[src/rtl/if_id_queue.sv]
// IF->ID decoupling queue: circular buffer of {pc, ir} with valid/ready handshake.
// Optional IFQ_STATS_EN adds stall_cnt / flush_cnt statistic counters.
module if_id_queue #(
   parameter int DEPTH = 2,
   parameter int IR_W  = 32,
   parameter int PC_W  = 32
) (
   input  logic                   clk,
   input  logic                   rst,
   input  logic                   flush,
   input  logic                   if_valid,
   output logic                   if_ready,
   input  logic [PC_W-1:0]        if_pc,
   input  logic [IR_W-1:0]        if_ir,
   output logic                   id_valid,
   input  logic                   id_ready,
   output logic [PC_W-1:0]        id_pc,
   output logic [IR_W-1:0]        id_ir,
   output logic [$clog2(DEPTH):0] count
`ifdef IFQ_STATS_EN
   ,
   output logic [31:0]            stall_cnt,
   output logic [15:0]            flush_cnt
`endif
);

   localparam int AW = $clog2(DEPTH);
   localparam int CW = AW + 1;
   localparam int EW = PC_W + IR_W;

   logic [EW-1:0] mem [DEPTH];
   logic [AW-1:0] wr_ptr;
   logic [AW-1:0] rd_ptr;
   logic          push;
   logic          pop;
   logic [EW-1:0] head;

   assign if_ready = (count != CW'(DEPTH));
   assign id_valid = (count != '0);
   assign push     = if_valid & if_ready;
   assign pop      = id_valid & id_ready;
   assign head     = mem[rd_ptr];
   assign id_pc    = id_valid ? head[EW-1:IR_W] : '0;
   assign id_ir    = id_valid ? head[IR_W-1:0] : '0;

   // Entry contents are deliberately left unreset.
   always_ff @(posedge clk) begin
      if (push && !flush) begin
         mem[wr_ptr] <= {if_pc, if_ir};
      end
   end

   always_ff @(posedge clk or posedge rst) begin
      if (rst) begin
         wr_ptr <= '0;
         rd_ptr <= '0;
         count  <= '0;
      end else if (flush) begin
         rd_ptr <= wr_ptr;
         count  <= '0;
      end else begin
         if (push) begin
            wr_ptr <= wr_ptr + 1'b1;
         end
         if (pop) begin
            rd_ptr <= rd_ptr + 1'b1;
         end
         if (push && !pop) begin
            count <= count + CW'(1);
         end else if (pop && !push) begin
            count <= count - CW'(1);
         end
      end
   end

`ifdef IFQ_STATS_EN
   // Both counters saturate rather than wrap.
   always_ff @(posedge clk or posedge rst) begin
      if (rst) begin
         stall_cnt <= '0;
         flush_cnt <= '0;
      end else begin
         if (id_valid && !id_ready && (stall_cnt != '1)) begin
            stall_cnt <= stall_cnt + 32'd1;
         end
         if (flush && (flush_cnt != '1)) begin
            flush_cnt <= flush_cnt + 16'd1;
         end
      end
   end
`endif

`ifndef SYNTHESIS
   always_ff @(posedge clk) begin
      if (!rst) begin
         assert (count <= CW'(DEPTH))
            else $error("if_id_queue occupancy above DEPTH");
      end
   end
`endif

endmodule
[config.mk]
export PLATFORM = sky130hd
export DESIGN_NAME = if_id_queue
export DESIGN_NICKNAME = d
export VERILOG_FILES = /design/src/rtl/if_id_queue.sv
export SDC_FILE = /design/constraint.sdc
export NUM_CORES = 1
export LEC_CHECK = 0
export CORE_ASPECT_RATIO = 0.8
export CORE_UTILIZATION = 48
export DETAILED_ROUTE_END_ITERATION = 8
export GPL_ROUTABILITY_DRIVEN = 0
export GPL_TIMING_DRIVEN = 1
export HOLD_SLACK_MARGIN = 0.15
export PLACE_DENSITY = 0.79
export SLEW_MARGIN = 20
export SYNTH_ARGS = -nofsm -noshare
export SYNTH_HDL_FRONTEND = slang
export SYNTH_SLANG_ARGS = --single-unit
[constraint.sdc]
create_clock -name clk -period 5.39 [get_ports clk]
set_input_delay 0.539 -clock clk [delete_from_list [all_inputs] [get_ports clk]]
set_output_delay 0.539 -clock clk [all_outputs]
set_load 0.02 [all_outputs]
==> results of run 1 <==
-- layer usage --
layer / vias up / GRT usage [%] / wire, um
li1: 1397 / - / -
met1: 1401 / 22.8 / 4240
met3: 14 / 4.32 / 501
met2: 91 / 29.6 / 4760
met4: 0 / 10.4 / 140
met5: - / 0 / 0
-- sequential cells by signal, summed over array words and instances, names as in the netlist --
name    cells
count       2
mem       128
rd_ptr      1
wr_ptr      1
-- logic make-up (layout without fill, tap and decap cells) --
group	after synthesis	in the layout	share of synthesized area [%]
compound gates	7	7	0.786
xor+xnor	2	2	0.344
flops	132	132	77.4
buf+inv	18	178	2.95
mux	65	65	12.8
simple gates	73	73	5.70
-- worst paths after layout --
kind / end / cells past startpoint / slack, ns
setup / recovery: id_ir[17] / 4 / 2.24
hold / removal: count[1]$_DFFE_PP0P_ / 2 / 0.37
setup reg to reg: mem[0][48]$_DFFE_PP_ / 5 / 2.94
hold reg to reg: wr_ptr$_DFFE_PP0P_ / 1 / 0.60
max in group asynchronous: rd_ptr$_DFFE_PP0P_ / 2 / 4.84
min in group clk: wr_ptr$_DFFE_PP0P_ / 1 / 0.60
-- critical path: cells and delay by family (launching register included) --
kind | cells | cell delay (ns)
and+or+nand+nor | 2 | 0.64
DFF | 1 | 0.47
buffers and inverters | 2 | 1.09
-- power groups by stage --
stage	clock network, W	logic, W	registers [W]
after global routing	0.00123	0.000722	0.00134
after floorplan	0	0.000462	0.00131
after detailed placement	0	0.000602	0.00141
after global placement	0	0.000596	0.00140
final	0.00116	0.000674	0.00133
after CTS	0.00118	0.000607	0.00139
-- cell usage in the layout (no fill, tap or decap) --
master,n
clkdlybuf4s50_1,136
edfxtp_1,128
mux2i_1,65
nor2_1,64
clkbuf_16,17
clkinv_4,4
inv_1,3
a21oi_1,3
nor2_4,3
clkinvlp_4,3
bufinv_16,3
inv_6,3
dfrtp_1,3
buf_4,3
nand3b_1,2
o21ai_1,2
buf_16,2
nand2b_1,1
xnor2_1,1
o211ai_1,1
a21o_1,1
or2_1,1
nor3b_1,1
xor2_1,1
nand2_1,1
inv_2,1
clkbuf_1,1
clkinv_1,1
dfrtp_4,1
buf_12,1
-- final cells by class --
cell class	instances	area (sq um)	area share (%)
inverter	4	15.0	0.208
sequential	132	3950	54.6
tap	140	175	2.42
multi-input combinational	147	1020	14.1
clock buffer	18	429	5.94
timing repair buffer	142	1460	20.2
clock inverter	14	178	2.46
-- per-stage QoR --
step | util (%) | instance area (sq um) | cells
3_5_place_dp | 63.6 | 6540 | 562
4_1_cts | 69.5 | 7150 | 594
5_1_grt | 70.3 | 7220 | 597
3_3_place_gp | 63.6 | 6540 | 562
2_1_floorplan | - | 5090 | 297
6_report | 70.3 | 7220 | 597
==> impl_metrics.sql, run 1 <==
INSERT INTO impl_metrics (metric_group, metric, value, unit) VALUES
('global_routing', 'via_count_of_the_first_global_routing_pass', '2949', ''),
('clocking', 'maximum_root_to_sink_buffer_count', '2', ''),
('global_routing', 'global_route_wire_length_before_repair', '14300', 'um'),
('timing', 'hold_viol_final', '0', ''),
('synthesis', 'synth_commonest_cells', '128 x edfxtp_1, 67 x nor2_1, 65 x mux2i_1, 10 x buf_6, 4 x dfrtp_1', ''),
('finish', 'diodes', '0', ''),
('global_routing', 'track_usage', '18.4', '%'),
('clocking', 'cts.clk_slew.worst_paths', '0.05', 'ns'),
('synthesis', 'synth_area_leader_cell', 'edfxtp_1', ''),
('route', 'drc_errors', '0', ''),
('clocking', 'cts.repair_timing.setup_buffer_count', '0', ''),
('power_and_ir_drop', 'total_switching_power', '0.000843', 'W'),
('synthesis', 'async_sr_flop_fraction', '3.03', '%'),
('route', 'routed-via-count', '2903', ''),
('floorplan', 'rows', '33', ''),
('route', 'drt-total-wl', '9630', 'um'),
('power_and_ir_drop', 'netSwitchingFraction', '26.6', '%'),
('flow_run', 'cap_viol_max_count', '0', ''),
('clocking', 'clock_tree.root_cell', 'clkbuf_16', ''),
('synthesis', 'yosys_register_bits', '132', ''),
('run_status', 'run_status', 'finished, final reports clean', ''),
('clocking', 'clkSinkCount', '132', ''),
('power_and_ir_drop', 'power.share.combinational', '21.3', '%'),
('worst_setup_path', 'startpoint_class_of_the_critical_path', 'register', ''),
('worst_setup_path', 'rr_startpoint', 'count[0]$_DFFE_PP0P_', ''),
('placement', 'pre_cts_ws', '2.20', 'ns'),
('power_and_ir_drop', 'share_clk_of_total_power', '36.7', '%'),
('placement', 'numPortBuffers', '136', ''),
('synthesis', 'ys_top_cells_by_area', 'edfxtp_1 75%, mux2i_1 13%, nor2_1 4.9%, buf_6 2.2%, dfrtp_1 2.0%', ''),
('floorplan', 'initial_core_util', '49.5', '%'),
('synthesis', 'synthesis.nets', '366', ''),
('worst_setup_path', 'worst_path_arrival', '2.61', 'ns'),
('synthesis', 'syn_avg_cell_area', '17.1', 'sq um'),
('synthesis', 'ys_seq_area_share', '77.4', '%'),
('timing', 'postLayoutSetupSlackWorst', '2.24', 'ns'),
('clocking', 'clkLatencyLatePin', '0.41', 'ns'),
('timing', 'grt_setup_unrepaired', 'false', ''),
('synthesis', 'netlist_instances', '297', ''),
('timing', 'final.setup_skew', '0.00598', 'ns'),
('global_routing', 'initial_antenna_violation_count', '0', ''),
('timing', 'finalCritPeriodShare', '58.5', '%'),
('floorplan', 'chipHeight', '94.1', 'um'),
('synthesis', 'postSynth.topFlopCell', 'edfxtp_1', ''),
('power_and_ir_drop', 'pwr-share-seq', '42.0', '%'),
('floorplan', 'core_footprint', '10300', 'sq um'),
('timing', 'number_of_max_slew_violations_in_the_final_report', '0', ''),
('floorplan', 'die_area', '11000', 'sq um'),
('global_routing', 'overflow', '0', ''),
('finish', 'filler_cell_count', '678', ''),
('route', 'drt_iter0_markers', '130', ''),
('synthesis', 'netlist.area_leader.share', '75.5', '%'),
('timing', 'max_slew.worst_pin.slew', '0.627', 'ns'),
('worst_setup_path', 'critical_path.max_stage_delay', '0.57', 'ns'),
('route', 'drt-vias-per-instance', '4.86', ''),
('worst_setup_path', 'required', '4.85', 'ns'),
('timing', 'slew_headroom', '58.1', '%'),
('worst_setup_path', 'timing.critical_path.from', 'count[1]$_DFFE_PP0P_', ''),
('timing', 'timing.final.setup_violations', '0', ''),
('clocking', 'postCtsResizedCells', '0', ''),
('synthesis', 'synth.most_common_cell', 'edfxtp_1', ''),
('worst_setup_path', 'worstSetupPathType', 'reg -> out', ''),
('clocking', 'tritoncts', 'built', ''),
('placement', 'dp_hpwl', '6010', 'um'),
('global_routing', 'grt_start_max_net_pins', '66', ''),
('finish', 'final_layout_size_suffix_gt1_share', '8.97', '%'),
('power_and_ir_drop', 'power_report.internal_total', '0.00232', 'W'),
('clocking', 'tritoncts.num_buffers', '17', ''),
('power_and_ir_drop', 'power_density', '438', 'nW/um^2'),
('worst_setup_path', 'worstSetupEndpointType', 'output pin', ''),
('power_and_ir_drop', 'p_leak', '2.57', 'nW'),
('timing', 'peak_clock_frequency_supported_by_timing', '0.317', 'GHz');
No activity file was read; power rests on OpenSTA's default activity.
==> inputs of run 2 (changes only) <==
--- a/config.mk
+++ b/config.mk
@@ -6,12 +6,12 @@
 export NUM_CORES = 1
 export LEC_CHECK = 0
 export CORE_ASPECT_RATIO = 0.8
-export CORE_UTILIZATION = 48
+export CORE_UTILIZATION = 43
 export DETAILED_ROUTE_END_ITERATION = 8
 export GPL_ROUTABILITY_DRIVEN = 0
 export GPL_TIMING_DRIVEN = 1
 export HOLD_SLACK_MARGIN = 0.15
-export PLACE_DENSITY = 0.79
+export PLACE_DENSITY = 0.75
 export SLEW_MARGIN = 20
 export SYNTH_ARGS = -nofsm -noshare
 export SYNTH_HDL_FRONTEND = slang
==> constraint.sdc (replaced) <==
create_clock -name clk -period 2.6 [get_ports clk]
set_input_delay 0.26 -clock clk [delete_from_list [all_inputs] [get_ports clk]]
set_output_delay 0.26 -clock clk [all_outputs]
set_load 0.02 [all_outputs]
==> run 2 against run 1 <==
Effect of this change:
- critical path depth is the same
- sequential power grew 100%
- count of clock-buffer cells in the layout is the same
- flip-flop and latch count is the same
- via count shrank 0.21%
- first-iteration DRC count grew 9.2%
- power grew 100%
- combinational power grew 120%
- setup slack lost 2.1 ns
- core utilization shrank 7.8 points
- cell count grew 1.5%
- global-route usage shrank 2.2 points
- largest cell class unchanged
- highest routed layer unchanged
==> impl_metrics.sql, run 2 (synthesized netlist as in run 1, its figures left out) <==
INSERT INTO impl_metrics (metric_group, metric, value, unit) VALUES
('run_status', 'run_status', 'finished, final reports clean', ''),
('timing', 'max_slew.worst_pin.slew', '0.510', 'ns'),
('clocking', 'maximum_root_to_sink_buffer_count', '2', ''),
('clocking', 'postCtsResizedCells', '0', ''),
('floorplan', 'initial_core_util', '44.2', '%'),
('global_routing', 'initial_antenna_violation_count', '0', ''),
('global_routing', 'top_usage_layer', 'met2', ''),
('placement', 'pre_cts_ws', '0.582', 'ns'),
('global_routing', 'grt_start_max_net_pins', '66', ''),
('power_and_ir_drop', 'power_report.internal_total', '0.00469', 'W'),
('power_and_ir_drop', 'netSwitchingFraction', '26.5', '%'),
('timing', 'final.setup_skew', '0.00663', 'ns'),
('clocking', 'cts_htree_levels', '4', ''),
('worst_setup_path', 'startpoint_class_of_the_critical_path', 'register', ''),
('worst_setup_path', 'worstPathMaxFanout', '49', ''),
('timing', 'peak_clock_frequency_supported_by_timing', '0.413', 'GHz'),
('global_routing', 'track_usage', '16.2', '%'),
('floorplan', 'die_w', '124', 'um'),
('finish', 'final_cell_area', '7190', 'sq um'),
('timing', 'finalCritPeriodShare', '93.2', '%'),
('clocking', 'tritoncts.num_buffers', '17', ''),
('power_and_ir_drop', 'share_clk_of_total_power', '35.2', '%'),
('route', 'drt-vias-per-instance', '4.78', ''),
('clocking', 'clkSinkCount', '132', ''),
('clocking', 'cts.repair_timing.setup_buffer_count', '0', ''),
('floorplan', 'ioPinCount', '137', ''),
('timing', 'grt_setup_unrepaired', 'false', ''),
('worst_setup_path', 'worstSetupEndpointType', 'output pin', ''),
('timing', 'number_of_max_slew_violations_in_the_final_report', '0', ''),
('timing', 'postLayoutSetupSlackWorst', '0.176', 'ns'),
('floorplan', 'core_footprint', '11500', 'sq um'),
('power_and_ir_drop', 'p_leak', '2.56', 'nW'),
('floorplan', 'die_area', '12300', 'sq um'),
('finish', 'finish.net_count', '514', ''),
('route', 'routed-via-count', '2897', ''),
('global_routing', 'global_route_wire_length_before_repair', '14500', 'um'),
('placement', 'postPlaceCellArea', '6610', 'sq um'),
('timing', 'timing.final.setup_violations', '0', ''),
('finish', 'mostFrequentLayoutCell', 'clkdlybuf4s50_1', ''),
('power_and_ir_drop', 'power.share.combinational', '23.0', '%'),
('timing', 'min_period', '2.42', 'ns'),
('finish', 'syn_to_final_growth', '41.2', '%'),
('clocking', 'tritoncts', 'built', ''),
('power_and_ir_drop', 'power.ir.vdd_worst', '513', 'uV'),
('timing', 'hold_viol_final', '0', ''),
('placement', 'numPortBuffers', '136', ''),
('worst_setup_path', 'worst_path_arrival', '2.16', 'ns'),
('finish', 'layout_common_cells', '136 x clkdlybuf4s50_1, 128 x edfxtp_1, 65 x mux2i_1', ''),
('floorplan', 'chipHeight', '99.3', 'um'),
('placement', 'dp_hpwl', '5880', 'um'),
('power_and_ir_drop', 'total_switching_power', '0.00169', 'W'),
('global_routing', 'grt_use_met2', '27.0', '%'),
('route', 'antenna_left', '0', ''),
('power_and_ir_drop', 'pwr-share-seq', '41.8', '%'),
('flow_run', 'cap_viol_max_count', '0', ''),
('timing', 'slew_headroom', '66.0', '%'),
('clocking', 'cts_hold_buffers', '1', ''),
('finish', 'largest_register_ffs', '128', ''),
('route', 'firstDrtPassIters', '4', ''),
('global_routing', 'grt_use_met1', '19.6', '%'),
('power_and_ir_drop', 'power_density', '887', 'nW/um^2'),
('worst_setup_path', 'required', '2.34', 'ns'),
('clocking', 'cts.clk_slew.worst_paths', '0.06', 'ns'),
('clocking', 'clock_tree.root_cell', 'clkbuf_16', ''),
('floorplan', 'rows', '35', ''),
('power_and_ir_drop', 'design_power_total', '0.00638', 'W'),
('global_routing', 'via_count_of_the_first_global_routing_pass', '2934', ''),
('route', 'post_drt_wl_per_cell', '15.5', 'um'),
('worst_setup_path', 'worstSetupPathType', 'reg -> out', ''),
('finish', 'diodes', '0', ''),
('clocking', 'clkLatencyLatePin', '0.40', 'ns'),
('global_routing', 'use_met3', '5.45', '%'),
('route', 'drc_errors', '0', ''),
('hold_path', 'hp-class', 'in -> reg', ''),
('finish', 'final_layout_size_suffix_gt1_share', '8.95', '%'),
('global_routing', 'overflow', '0', ''),
('route', 'drt_iter0_markers', '142', ''),
('finish', 'layout_top_registers', 'mem x128, count x2', ''),
('finish', 'register_with_the_most_flip_flops', 'mem', ''),
('route', 'drt-total-wl', '9370', 'um');
[run 2: final timing paths]
check / slack (ns) / cells past startpoint / end / start
max in group asynchronous: 1.81 / 3 / rd_ptr$_DFFE_PP0P_ / rst
hold reg to reg: 0.58 / 1 / wr_ptr$_DFFE_PP0P_ / wr_ptr$_DFFE_PP0P_
min in group asynchronous: 0.61 / 3 / wr_ptr$_DFFE_PP0P_ / rst
setup / recovery: 0.18 / 4 / id_ir[6] / count[1]$_DFFE_PP0P_
setup reg to reg: 0.77 / 4 / mem[0][14]$_DFFE_PP_ / count[0]$_DFFE_PP0P_
hold / removal: 0.43 / 1 / mem[0][58]$_DFFE_PP_ / if_pc[26]
[run 2: area by class of cell]
class,count,area (sq um)
flip-flops and latches,132,3950
inverters,4,15.0
well taps,148,185
clock inverters,14,139
multi-input cells,147,1020
fillers,840,4330
clock buffers,18,429
repair buffers,143,1450
[run 2: critical path: stages (launching register included)]
cell             delay [ns]
dfrtp_1                0.46
nor2_4                 0.14
buf_4                  0.44
nor2_1                 0.14
clkdlybuf4s50_1        0.57
[run 2: layer usage]
| layer | vias up | share of wire (%) |
|---|---|---|
| met3 | 8 | 5.7 |
| met1 | 1394 | 43 |
| met5 | - | 0 |
| li1 | 1400 | - |
| met4 | 0 | 0.69 |
| met2 | 95 | 51 |
[run 2: metrics by stage]
step           setup TNS, ns  utilization [%]  instances  hold WS [ns]
2_1_floorplan         -67.37                -        297        0.0261
3_3_place_gp               0             57.4        573         0.484
3_5_place_dp               0             57.4        573         0.474
4_1_cts                    0             62.4        606         0.414
5_1_grt                    0             62.4        606         0.419
6_report                   0             62.4        606         0.434
[run 2: power by group through the flow]
stage | Clock (W) | Sequential, W | Combinational (W)
2_1_floorplan | 0 | 0.00270 | 0.000960
3_3_place_gp | 0 | 0.00270 | 0.00148
3_5_place_dp | 0 | 0.00271 | 0.00149
4_1_cts | 0.00230 | 0.00267 | 0.00150
5_1_grt | 0.00238 | 0.00269 | 0.00159
6_report | 0.00225 | 0.00267 | 0.00147
